--- config.mk ---
export PLATFORM = sky130hd
export DESIGN_NAME = dmem_access_unit
export DESIGN_NICKNAME = d
export VERILOG_FILES = /design/src/rtl/dmem_access_unit.sv
export SDC_FILE = /design/constraint.sdc
export NUM_CORES = 1
export LEC_CHECK = 0
export BUFFER_PORTS_ARGS = -buffer_cell sky130_fd_sc_hd__buf_2
export CORE_MARGIN = 4
export CORE_UTILIZATION = 30
export DETAILED_ROUTE_END_ITERATION = 16
export GPL_ROUTABILITY_DRIVEN = 0
export SLEW_MARGIN = 0
export SYNTH_ARGS = -nofsm -noshare
export SYNTH_HDL_FRONTEND = slang
export SYNTH_SLANG_ARGS = --single-unit
--- constraint.sdc ---
create_clock -name clk -period 2.9 [get_ports clk]
set_input_delay 0.58 -clock clk [delete_from_list [all_inputs] [get_ports clk]]
set_output_delay 0.58 -clock clk [all_outputs]
set_load 0.01 [all_outputs]
--- src/rtl/dmem_access_unit.sv ---
// Data-memory access unit: turns byte/half/word load and store requests into
// word-wide memory cycles. Sub-word stores use read-modify-write, and the
// unit rejects misaligned, out-of-range and reserved-size requests without
// touching memory. A saturating counter tallies the error responses.
//
// state | meaning
// ------+-----------------------------------------------------------
// IDLE  | ready for a request; memory write-protected
// READ  | mem_addr driven, mem_rdata captured (load or RMW fetch)
// WRITE | mem_we high, mem_mode low, full/merged word on mem_wdata
// RESP  | response held until rsp_ready
module dmem_access_unit #(
  parameter int MEM_BYTES = 64
) (
  input  logic        clk,
  input  logic        reset,
  input  logic        req_valid,
  output logic        req_ready,
  input  logic        req_we,
  input  logic [7:0]  req_addr,
  input  logic [1:0]  req_size,
  input  logic        req_signed,
  input  logic [31:0] req_wdata,
  output logic        rsp_valid,
  input  logic        rsp_ready,
  output logic [31:0] rsp_rdata,
  output logic        rsp_err,
  output logic [7:0]  mem_addr,
  output logic        mem_we,
  output logic        mem_mode,
  output logic [31:0] mem_wdata,
  input  logic [31:0] mem_rdata,
  output logic [7:0]  err_count
);

  typedef enum logic [1:0] {IDLE, READ, WRITE, RESP} state_t;

  localparam logic [1:0] SZ_BYTE = 2'b00;
  localparam logic [1:0] SZ_HALF = 2'b01;
  localparam logic [1:0] SZ_WORD = 2'b10;
  localparam logic [1:0] SZ_RSVD = 2'b11;

  state_t      state_q;
  logic [1:0]  off_q;
  logic [1:0]  size_q;
  logic        signed_q;
  logic        we_q;
  logic [31:0] wdata_q;
  logic        req_ready_q;
  logic        rsp_valid_q;
  logic [31:0] rsp_rdata_q;
  logic        rsp_err_q;
  logic [7:0]  mem_addr_q;
  logic        mem_we_q;
  logic        mem_mode_q;
  logic [31:0] mem_wdata_q;
  logic [7:0]  err_count_q;

  logic        acc_err;

  // Picks the addressed lane out of a memory word and extends it.
  function automatic logic [31:0] extract(input logic [31:0] w, input logic [1:0] off,
                                          input logic [1:0] size, input logic sgn);
    logic [7:0]  b;
    logic [15:0] h;
    logic [31:0] r;
    case (off)
      2'd0:    b = w[7:0];
      2'd1:    b = w[15:8];
      2'd2:    b = w[23:16];
      default: b = w[31:24];
    endcase
    h = off[1] ? w[31:16] : w[15:0];
    case (size)
      SZ_BYTE: r = {{24{sgn & b[7]}}, b};
      SZ_HALF: r = {{16{sgn & h[15]}}, h};
      default: r = w;
    endcase
    return r;
  endfunction

  // Replaces only the addressed lane of the fetched word with store data.
  function automatic logic [31:0] merge(input logic [31:0] w, input logic [31:0] d,
                                        input logic [1:0] off, input logic [1:0] size);
    logic [31:0] r;
    r = w;
    if (size == SZ_BYTE) begin
      case (off)
        2'd0:    r[7:0]   = d[7:0];
        2'd1:    r[15:8]  = d[7:0];
        2'd2:    r[23:16] = d[7:0];
        default: r[31:24] = d[7:0];
      endcase
    end else if (size == SZ_HALF) begin
      if (off[1]) r[31:16] = d[15:0];
      else        r[15:0]  = d[15:0];
    end else begin
      r = d;
    end
    return r;
  endfunction

  // Request legality, evaluated on the live request inputs at acceptance.
  always_comb begin
    acc_err = (req_size == SZ_RSVD)
            | ((req_size == SZ_HALF) & req_addr[0])
            | ((req_size == SZ_WORD) & (req_addr[1:0] != 2'b00))
            | ({24'd0, req_addr} >= 32'(MEM_BYTES));
  end

  // Sequencer with all outputs registered; reset wins over any handshake.
  always_ff @(posedge clk) begin
    if (reset) begin
      state_q     <= IDLE;
      off_q       <= 2'b00;
      size_q      <= 2'b00;
      signed_q    <= 1'b0;
      we_q        <= 1'b0;
      wdata_q     <= 32'd0;
      req_ready_q <= 1'b1;
      rsp_valid_q <= 1'b0;
      rsp_rdata_q <= 32'd0;
      rsp_err_q   <= 1'b0;
      mem_addr_q  <= 8'd0;
      mem_we_q    <= 1'b0;
      mem_mode_q  <= 1'b1;
      mem_wdata_q <= 32'd0;
      err_count_q <= 8'd0;
    end else begin
      case (state_q)
        IDLE: begin
          if (req_valid) begin
            off_q       <= req_addr[1:0];
            size_q      <= req_size;
            signed_q    <= req_signed;
            we_q        <= req_we;
            wdata_q     <= req_wdata;
            mem_addr_q  <= {req_addr[7:2], 2'b00};
            req_ready_q <= 1'b0;
            if (acc_err) begin
              state_q     <= RESP;
              rsp_valid_q <= 1'b1;
              rsp_err_q   <= 1'b1;
              rsp_rdata_q <= 32'd0;
            end else if (req_we && (req_size == SZ_WORD)) begin
              state_q     <= WRITE;
              mem_we_q    <= 1'b1;
              mem_mode_q  <= 1'b0;
              mem_wdata_q <= req_wdata;
            end else begin
              state_q <= READ;
            end
          end
        end
        READ: begin
          if (we_q) begin
            state_q     <= WRITE;
            mem_we_q    <= 1'b1;
            mem_mode_q  <= 1'b0;
            mem_wdata_q <= merge(mem_rdata, wdata_q, off_q, size_q);
          end else begin
            state_q     <= RESP;
            rsp_valid_q <= 1'b1;
            rsp_err_q   <= 1'b0;
            rsp_rdata_q <= extract(mem_rdata, off_q, size_q, signed_q);
          end
        end
        WRITE: begin
          state_q     <= RESP;
          mem_we_q    <= 1'b0;
          mem_mode_q  <= 1'b1;
          mem_wdata_q <= 32'd0;
          rsp_valid_q <= 1'b1;
          rsp_err_q   <= 1'b0;
          rsp_rdata_q <= 32'd0;
        end
        RESP: begin
          if (rsp_ready) begin
            state_q     <= IDLE;
            rsp_valid_q <= 1'b0;
            rsp_err_q   <= 1'b0;
            rsp_rdata_q <= 32'd0;
            req_ready_q <= 1'b1;
            if (rsp_err_q && (err_count_q != 8'hFF)) err_count_q <= err_count_q + 8'd1;
          end
        end
        default: begin
          state_q     <= IDLE;
          req_ready_q <= 1'b1;
          rsp_valid_q <= 1'b0;
          mem_we_q    <= 1'b0;
          mem_mode_q  <= 1'b1;
          mem_wdata_q <= 32'd0;
        end
      endcase
    end
  end

  assign req_ready = req_ready_q;
  assign rsp_valid = rsp_valid_q;
  assign rsp_rdata = rsp_rdata_q;
  assign rsp_err   = rsp_err_q;
  assign mem_addr  = mem_addr_q;
  assign mem_we    = mem_we_q;
  assign mem_mode  = mem_mode_q;
  assign mem_wdata = mem_wdata_q;
  assign err_count = err_count_q;

endmodule

Word level (Yosys, flattened, before mapping). Cells that the tools add are included.

Input port bits: 80. Output and inout bits: 85. Logic and storage cells: 106. Flip-flop bits (word level): 123.

Multiplexer cells: 50. Order comparisons: 1. $add $sub $neg: 1. Bitwise logic cells: 7. Reductions and logical operators: 15. Equality and inequality tests: 17.

Operator list (number): $mux W32 (10); $pmux W32 S4 (1); $pmux W32 S3 (1); $pmux W32 S2 (1); $mux W8 (7); $mux W16 (3); $pmux W8 S3 (1); $mux W1 (16); $ne A2 B2 Y1 const B (7); $eq A2 B2 Y1 const B (5); $add A8 B1 Y8 const B (1); $eq A2 B1 Y1 const B (4); $ge A8 B7 Y1 const B (1); $mux W2 (4); $ne A8 B8 Y1 const B (1); $pmux W1 S4 (2); $pmux W2 S4 (1); $logic_not A2 Y1 (3); $pmux W1 S3 (2); $reduce_and A3 Y1 (2); $reduce_and A5 Y1 (1); $and A1 B1 Y1 (4); $reduce_and A2 Y1 (2); $reduce_and A4 Y1 (1); other kinds (6) (10).

Logic depth before layout (Yosys ltp). Gate-level depths: netlist of the first run.

Word-level depth: 9. Mapped depth: 9. Mapped depth without buffers: 7.

Worst setup path before layout of the first run. No wires, ideal clock.

Kind: input to register. From: input port req_addr[7]. To: register mem_wdata_q[0] (netlist: mem_wdata[0]). Path slack: 0.953 ns. Arrival: 1.815 ns. Setup time: 0.132 ns. Stages: 7. Buffers on the path: 2. Path through: nor4_2 -> a41oi_1 -> or2_1 -> buf_2 -> buf_2 -> a221oi_1 -> nor3_1.

Word-level cells in the longest chain between the ends: 4.

RTL lines: start: declaration (line 20) `input logic [7:0] req_addr,`; $ge A8 B7 Y1 (line 108) `| ({24'd0, req_addr} >= 32'(MEM_BYTES));`; $or A1 B1 Y1 (line 108); $ne A2 B2 Y1 (no source line); $reduce_and A5 Y1 (no source line); end signal: assignment (line 149) `mem_wdata_q <= req_wdata;`; end signal: assignment (line 160) `mem_wdata_q <= merge(mem_rdata, wdata_q, off_q, size_q);`; end: declaration (line 56) `logic [31:0] mem_wdata_q;`.

No other way between the ends. A chain may end at the register's enable or synchronous reset.

Worst setup path in the final report of the first run.
From: register state_q[0]. To: register mem_wdata_q[29] (netlist: mem_wdata[29]).

Word-level cells in the longest chain between the ends: 3.

RTL lines: start: declaration (line 43) `state_t state_q;`; start signal: assignment (line 114) `state_q <= IDLE;`; start signal: assignment (line 141) `state_q <= RESP;`; start signal: assignment (line 146) `state_q <= WRITE;`; $eq A2 B1 Y1, or another cell as far along (line 130) `case (state_q)`; $ne A2 B2 Y1 (no source line) / $reduce_bool A3 Y1 (equally long branches); $reduce_and A5 Y1 (no source line).

Several ways; a longest one is shown, not always the timed one.

==> results.toml, run 1 <==
[synthesis]
syn_inst = 720
synth.distinct_cells = 57
synth_top_area_share_pct = 40.75
synth_edf_count = 0
syn_avg_cell_area_um2 = 8.393
synth_area_um2 = 6043
synth_top_area_cell = "dfxtp_1"
ys.flop_type = "dfxtp_1"
ys_seq_elements = 123
async_reset_ff_share_pct = 0
synth_area_leaders = "dfxtp_1 (41%), nand2_1 (6.9%), a21oi_1 (5.8%)"
synth_warnings = 0
ys_seq_area_share_pct = 40.75

[sta]
rsz0062_at_grt = "false"
skew_ns = 0.009281
finalCritPeriodShare_pct = 85.99
hold_viol = 0
holdWs_ns = 0.3950
worst_slew_pin_slew_ns = 0.7087
slew_headroom_pct = 52.66
setup_tns_ns = 0
finalCriticalPeriod_ns = 2.494
report.final.slew_viol_count = 0
setup_viol = 0
max_freq_mhz = 401.0

[final_layout]
final_cell_mix = "buf_2 (162), dfxtp_1 (122), nand2_1 (111)"
nets = 943
mostFrequentLayoutCell = "buf_2"
synthToLayoutAreaGrowth_pct = 26.17
n_antenna_cell = 0
fin_cells = 1135
n_fill_cell = 2095
final_layout_size_suffix_gt1_share_pct = 28.05

[worst_setup_path]
crit_top_cell = "nor3_1"
arrival_ns = 2.84
crit_fanout = 16
slowest_delay_ns = 0.60
reg2reg_slack_ns = 0.41
worstPathCellList = "inv_1 > ha_1 > and3b_1 > o21ai_0 > a21oi_1 > nor3_1 > nor3_1"
r2r-start = "state_q[0]$_SDFFE_PP0P_"
r2r-end = "mem_wdata[29]$_SDFFE_PP0P_"
critPathKind = "reg2reg"
rr_worst_depth = 7
slowest_stage = "and3b_1"
cp.required_ns = 3.24
critPathCaptureType = "flip-flop"
crit_path_start_kind = "flip-flop"

[pwr]
leakage_nw = 3.236
vdd_drop_max_v = 0.0005214
power_density_nw_per_um2 = 923.3

[route]
via_per_inst = 5.174
ant_nets = 0
finalWirelength_um = 20950
drc = 0
drt-initial-drc-count = 670
wl_per_cell_um = 18.46
drtPass1Iterations = 7
vias = 5872

[global_route]
antenna_found_initial = 2
overflow = 0
grt_pass1_wl_um = 31550
grt_pass1_vias = 5561
grt_usage_pct = 18.30
grt_max_degree = 100

[clock_tree]
numCtsBuffers = 17
insertion_delay_ns = 0.42
cts_hold_buf = 0
clkTransAtPathRegs_ns = 0.06
cts_tree = "built"
cts_root_buf = "clkbuf_16"
h-tree-depth = 4
clkSinkCount = 123
post-cts-setup-buffer-count = 0
clockBufferDepth = 2
cts_resized = 0

[die]
start_util_pct = 30.75
design.core.area_um2 = 19650
die_area_um2 = 22480
rows = 51
ios = 165
die_w_um = 149.9
chipHeight_um = 149.9

[status]
status = "complete, no violations"

[placed_design]
hpwl_um = 15300
io_buffers = 162
dp.cells = 1103

[worst_hold_path]
whs_endpoint = "mem_addr[4]$_SDFFE_PP0P_"
hp-class = "in2reg"
hold_depth = 3
hold_path_startpoint = "req_addr[4]"

[flow_run]
maxCapViolCount = 0
==> Yosys cell counts, drive strengths merged, types with 2 or more instances <==
master,number
dfxtp,123
nand2,112
a21oi,73
nor2,63
clkbuf,41
nor3,34
a22o,32
mux2i,31
mux2,22
nand2b,21
a221oi,20
buf,20
o21ai,15
a32oi,9
o211ai,9
a211oi,8
a222oi,8
nand3,8
inv,7
nor2b,7
ha,6
o22ai,5
xnor2,5
a22oi,4
and2,4
nand3b,3
o31ai,3
or2,3
and3,2
and3b,2
o21a,2
or3,2
==> routing by layer <==
metal  global-route usage (%)  vias up  wire [µm]  share of wire [%]
li1                         -     2871          -                  -
met1                    24.26     2708       9083                 43
met2                    28.16      253       9496                 45
met3                    5.754       36       1880                9.0
met4                    6.267        4        459                2.2
met5                        0        -         27               0.13
==> per-stage QoR <==
step                setup slack, ns  instance area (µm²)  total power [mW]  utilization, %
global placement             0.6105                 7054             4.971           35.89
global route                 0.1766                 7625             7.465           38.80
finish                       0.4064                 7625             7.040           38.80
CTS                          0.4649                 7625             7.081           38.80
detailed placement           0.4753                 7054             5.005           35.89
floorplan                    0.9527                 6047             4.121               -
==> flip-flops by register name, indices dropped and copies added, names as in the netlist, 2 cells and up <==
register / count
wdata_q: 32
size_q: 2
off_q: 2
state_q: 2
mem_addr: 6
mem_wdata: 32
err_count: 8
rsp_rdata: 32
==> how the worst max path moves through the flow <==
stage / startpoint / to / slack [ns] / depth (start not counted)
2_1_floorplan: req_addr[7] / mem_wdata[0]$_SDFFE_PP0P_ / 0.95 / 7
3_3_place_gp: state_q[0]$_SDFFE_PP0P_ / mem_wdata[29]$_SDFFE_PP0P_ / 0.61 / 7
3_5_place_dp: state_q[0]$_SDFFE_PP0P_ / mem_wdata[29]$_SDFFE_PP0P_ / 0.48 / 7
4_1_cts: state_q[0]$_SDFFE_PP0P_ / mem_wdata[29]$_SDFFE_PP0P_ / 0.46 / 7
5_1_grt: state_q[0]$_SDFFE_PP0P_ / mem_wdata[29]$_SDFFE_PP0P_ / 0.18 / 7
6_report: state_q[0]$_SDFFE_PP0P_ / mem_wdata[29]$_SDFFE_PP0P_ / 0.41 / 7
==> power breakdown <==
group / internal, mW / switching [mW]
clock: 1.23 / 0.829
sequential: 2.01 / 0.242
combinational: 1.02 / 1.72
total: 4.25 / 2.79
==> worst max-delay path, delay by kind of cell, from the launching register on <==
| kind | cells | cell delay (ns) |
|---|---|---|
| simple gates | 3 | 0.84 |
| buf+inv | 1 | 0.10 |
| compound gates | 2 | 0.51 |
| flops | 1 | 0.38 |
| fa+ha+maj | 1 | 0.59 |
==> cell type report <==
cell class,instances,area (µm²),share of cell area (%)
inverters,8,30.03,0.3938
clock inverters,13,117.6,1.543
multi-input cells,529,3286,43.09
flip-flops and latches,123,2464,32.31
well taps,265,331.6,4.349
repair buffers,178,943.4,12.37
clock buffers,19,452.9,5.940
==> logic make-up (layout without fill, tap and decap cells) <==
group,Yosys count,after routing,synth area share (%)
mux,54,54,9.607
compound gates,197,197,22.92
xor+xnor,6,6,0.8696
buf+inv,69,218,4.990
flops,123,123,40.75
other cells,1,2,0.06205
simple gates,264,264,19.57
fa+ha+maj,6,6,1.242
Note: power is estimated with default switching activity, not from simulation.
==> run 2: changes to the inputs <==
CELL_PAD_IN_SITES_DETAIL_PLACEMENT = 0   (was not set)
CELL_PAD_IN_SITES_GLOBAL_PLACEMENT = 1   (was not set)
CORE_UTILIZATION = 33   (was 30)
PLACE_DENSITY_LB_ADDON = 0.1   (was not set)
==> results.toml, run 2 (synthesized netlist as in run 1, its figures left out) <==
[route]
drc = 0
drtPass1Iterations = 5
drt-initial-drc-count = 469
finalWirelength_um = 21700
ant_nets = 0
wl_per_cell_um = 19.75
via_per_inst = 5.417
vias = 5953

[status]
status = "complete, no violations"

[worst_setup_path]
crit_end = "mem_wdata[7]$_SDFFE_PP0P_"
reg2reg_slack_ns = 0.55
r2r-start = "off_q[0]$_SDFFE_PP0P_"
crit_fanout = 10
cp-startpoint = "off_q[0]$_SDFFE_PP0P_"
critPathCaptureType = "flip-flop"
rr_worst_depth = 5
crit_path_start_kind = "flip-flop"
cp.required_ns = 3.17
arrival_ns = 2.61
critPathKind = "reg2reg"
r2r-end = "mem_wdata[7]$_SDFFE_PP0P_"

[sta]
max_freq_mhz = 426.3
setup_viol = 0
rsz0062_at_grt = "false"
worst_slew_pin_slew_ns = 0.7789
finalCritPeriodShare_pct = 80.88
setup_tns_ns = 0
hold_viol = 0
finalCriticalPeriod_ns = 2.346
skew_ns = 0.01263
slew_headroom_pct = 47.94
report.final.slew_viol_count = 0
fin_ws_ns = 0.5544

[clock_tree]
clkSinkCount = 123
cts_resized = 0
numCtsBuffers = 17
clkTransAtPathRegs_ns = 0.05
insertion_delay_ns = 0.42
cts_root_buf = "clkbuf_16"
h-tree-depth = 4
cts_tree = "built"
post-cts-setup-buffer-count = 0
clockBufferDepth = 2
cts_hold_buf = 0

[flow_run]
maxCapViolCount = 0

[die]
ios = 165
die_w_um = 143.3
rows = 49
design.core.area_um2 = 17960
start_util_pct = 33.64
die_area_um2 = 20540
chipHeight_um = 143.3

[placed_design]
hpwl_um = 16000
dpl_worst_slack_ns = 0.5715
io_buffers = 162

[final_layout]
n_fill_cell = 1823
multi_input_area_um2 = 3286
n_antenna_cell = 0
mostFrequentLayoutCell = "buf_2"
nets = 944
final_cell_mix = "buf_2 (162), dfxtp_1 (122), nand2_1 (111)"
ff_latch_area_um2 = 2464
final_layout_size_suffix_gt1_share_pct = 27.70
synthToLayoutAreaGrowth_pct = 27.10

[global_route]
overflow = 0
grt_usage_pct = 21.05
antenna_found_initial = 0
grt_pass1_vias = 5707
grt_max_degree = 57
grt_pass1_wl_um = 33240

[pwr]
total_power_mw = 7.432
power_density_nw_per_um2 = 967.5
vdd_drop_max_v = 0.0005053
leakage_nw = 3.298

[worst_hold_path]
hp-class = "in2reg"
## run 2: cell count changes in the layout (fill, tap and decap cells not counted)
cell        previous run  this run
buf_12                 1         2
inv_6                  2         0
clkbuf_1               0         3
clkbuf_8               2         4
clkinv_4               2         0
clkinv_2               3         2
bufinv_16              1         5
clkinvlp_4             5         0
## run 2: final cells by class
type,count,share of cell area (%)
tap,229,3.730
timing repair buffer,179,12.54
sequential,123,32.07
multi-input combinational,529,42.78
clock inverter,7,2.085
inverter,8,0.3909
clock buffer,24,6.402
## run 2: power by group
group          total [mW]  switching [mW]  internal (mW)
combinational        2.81            1.74           1.07
clock                2.36           0.750           1.61
sequential           2.27           0.255           2.01
total                7.43            2.75           4.69
## run 2: worst min path at each step
| stage | startpoint | to | cells past startpoint |
|---|---|---|---|
| CTS | req_addr[3] | mem_addr[3]$_SDFFE_PP0P_ | 3 |
| detailed placement | mem_addr[4]$_SDFFE_PP0P_ | mem_addr[4]$_SDFFE_PP0P_ | 2 |
| finish | req_addr[3] | mem_addr[3]$_SDFFE_PP0P_ | 3 |
| global placement | mem_addr[2]$_SDFFE_PP0P_ | mem_addr[2]$_SDFFE_PP0P_ | 2 |
| global route | req_addr[4] | mem_addr[4]$_SDFFE_PP0P_ | 3 |
| floorplan | wdata_q[16]$_SDFFE_PP0P_ | wdata_q[16]$_SDFFE_PP0P_ | 2 |
## run 2: worst max-delay path: stages, from the launching register on
cell,delay (ns)
dfxtp_1,0.53
nand2b_1,0.44
a21oi_4,0.47
mux2_2,0.38
a221oi_1,0.28
nor3_1,0.09
## run 2: layer usage
metal | global-route usage, % | wire length [µm]
met1 | 29.07 | 10020
met2 | 33.16 | 10020
met3 | 4.027 | 1297
met4 | 7.086 | 371
met5 | 0 | 0
## run 2: per-stage QoR
step / utilization (%) / area [µm²] / hold slack (ns) / cells
after floorplan: - / 6047 / 0.4357 / 721
after global placement: 39.13 / 7029 / 0.4404 / 1068
after detailed placement: 39.13 / 7029 / 0.4448 / 1068
after CTS: 42.76 / 7681 / 0.3735 / 1099
after global routing: 42.76 / 7681 / 0.3922 / 1099
final: 42.76 / 7681 / 0.4020 / 1099
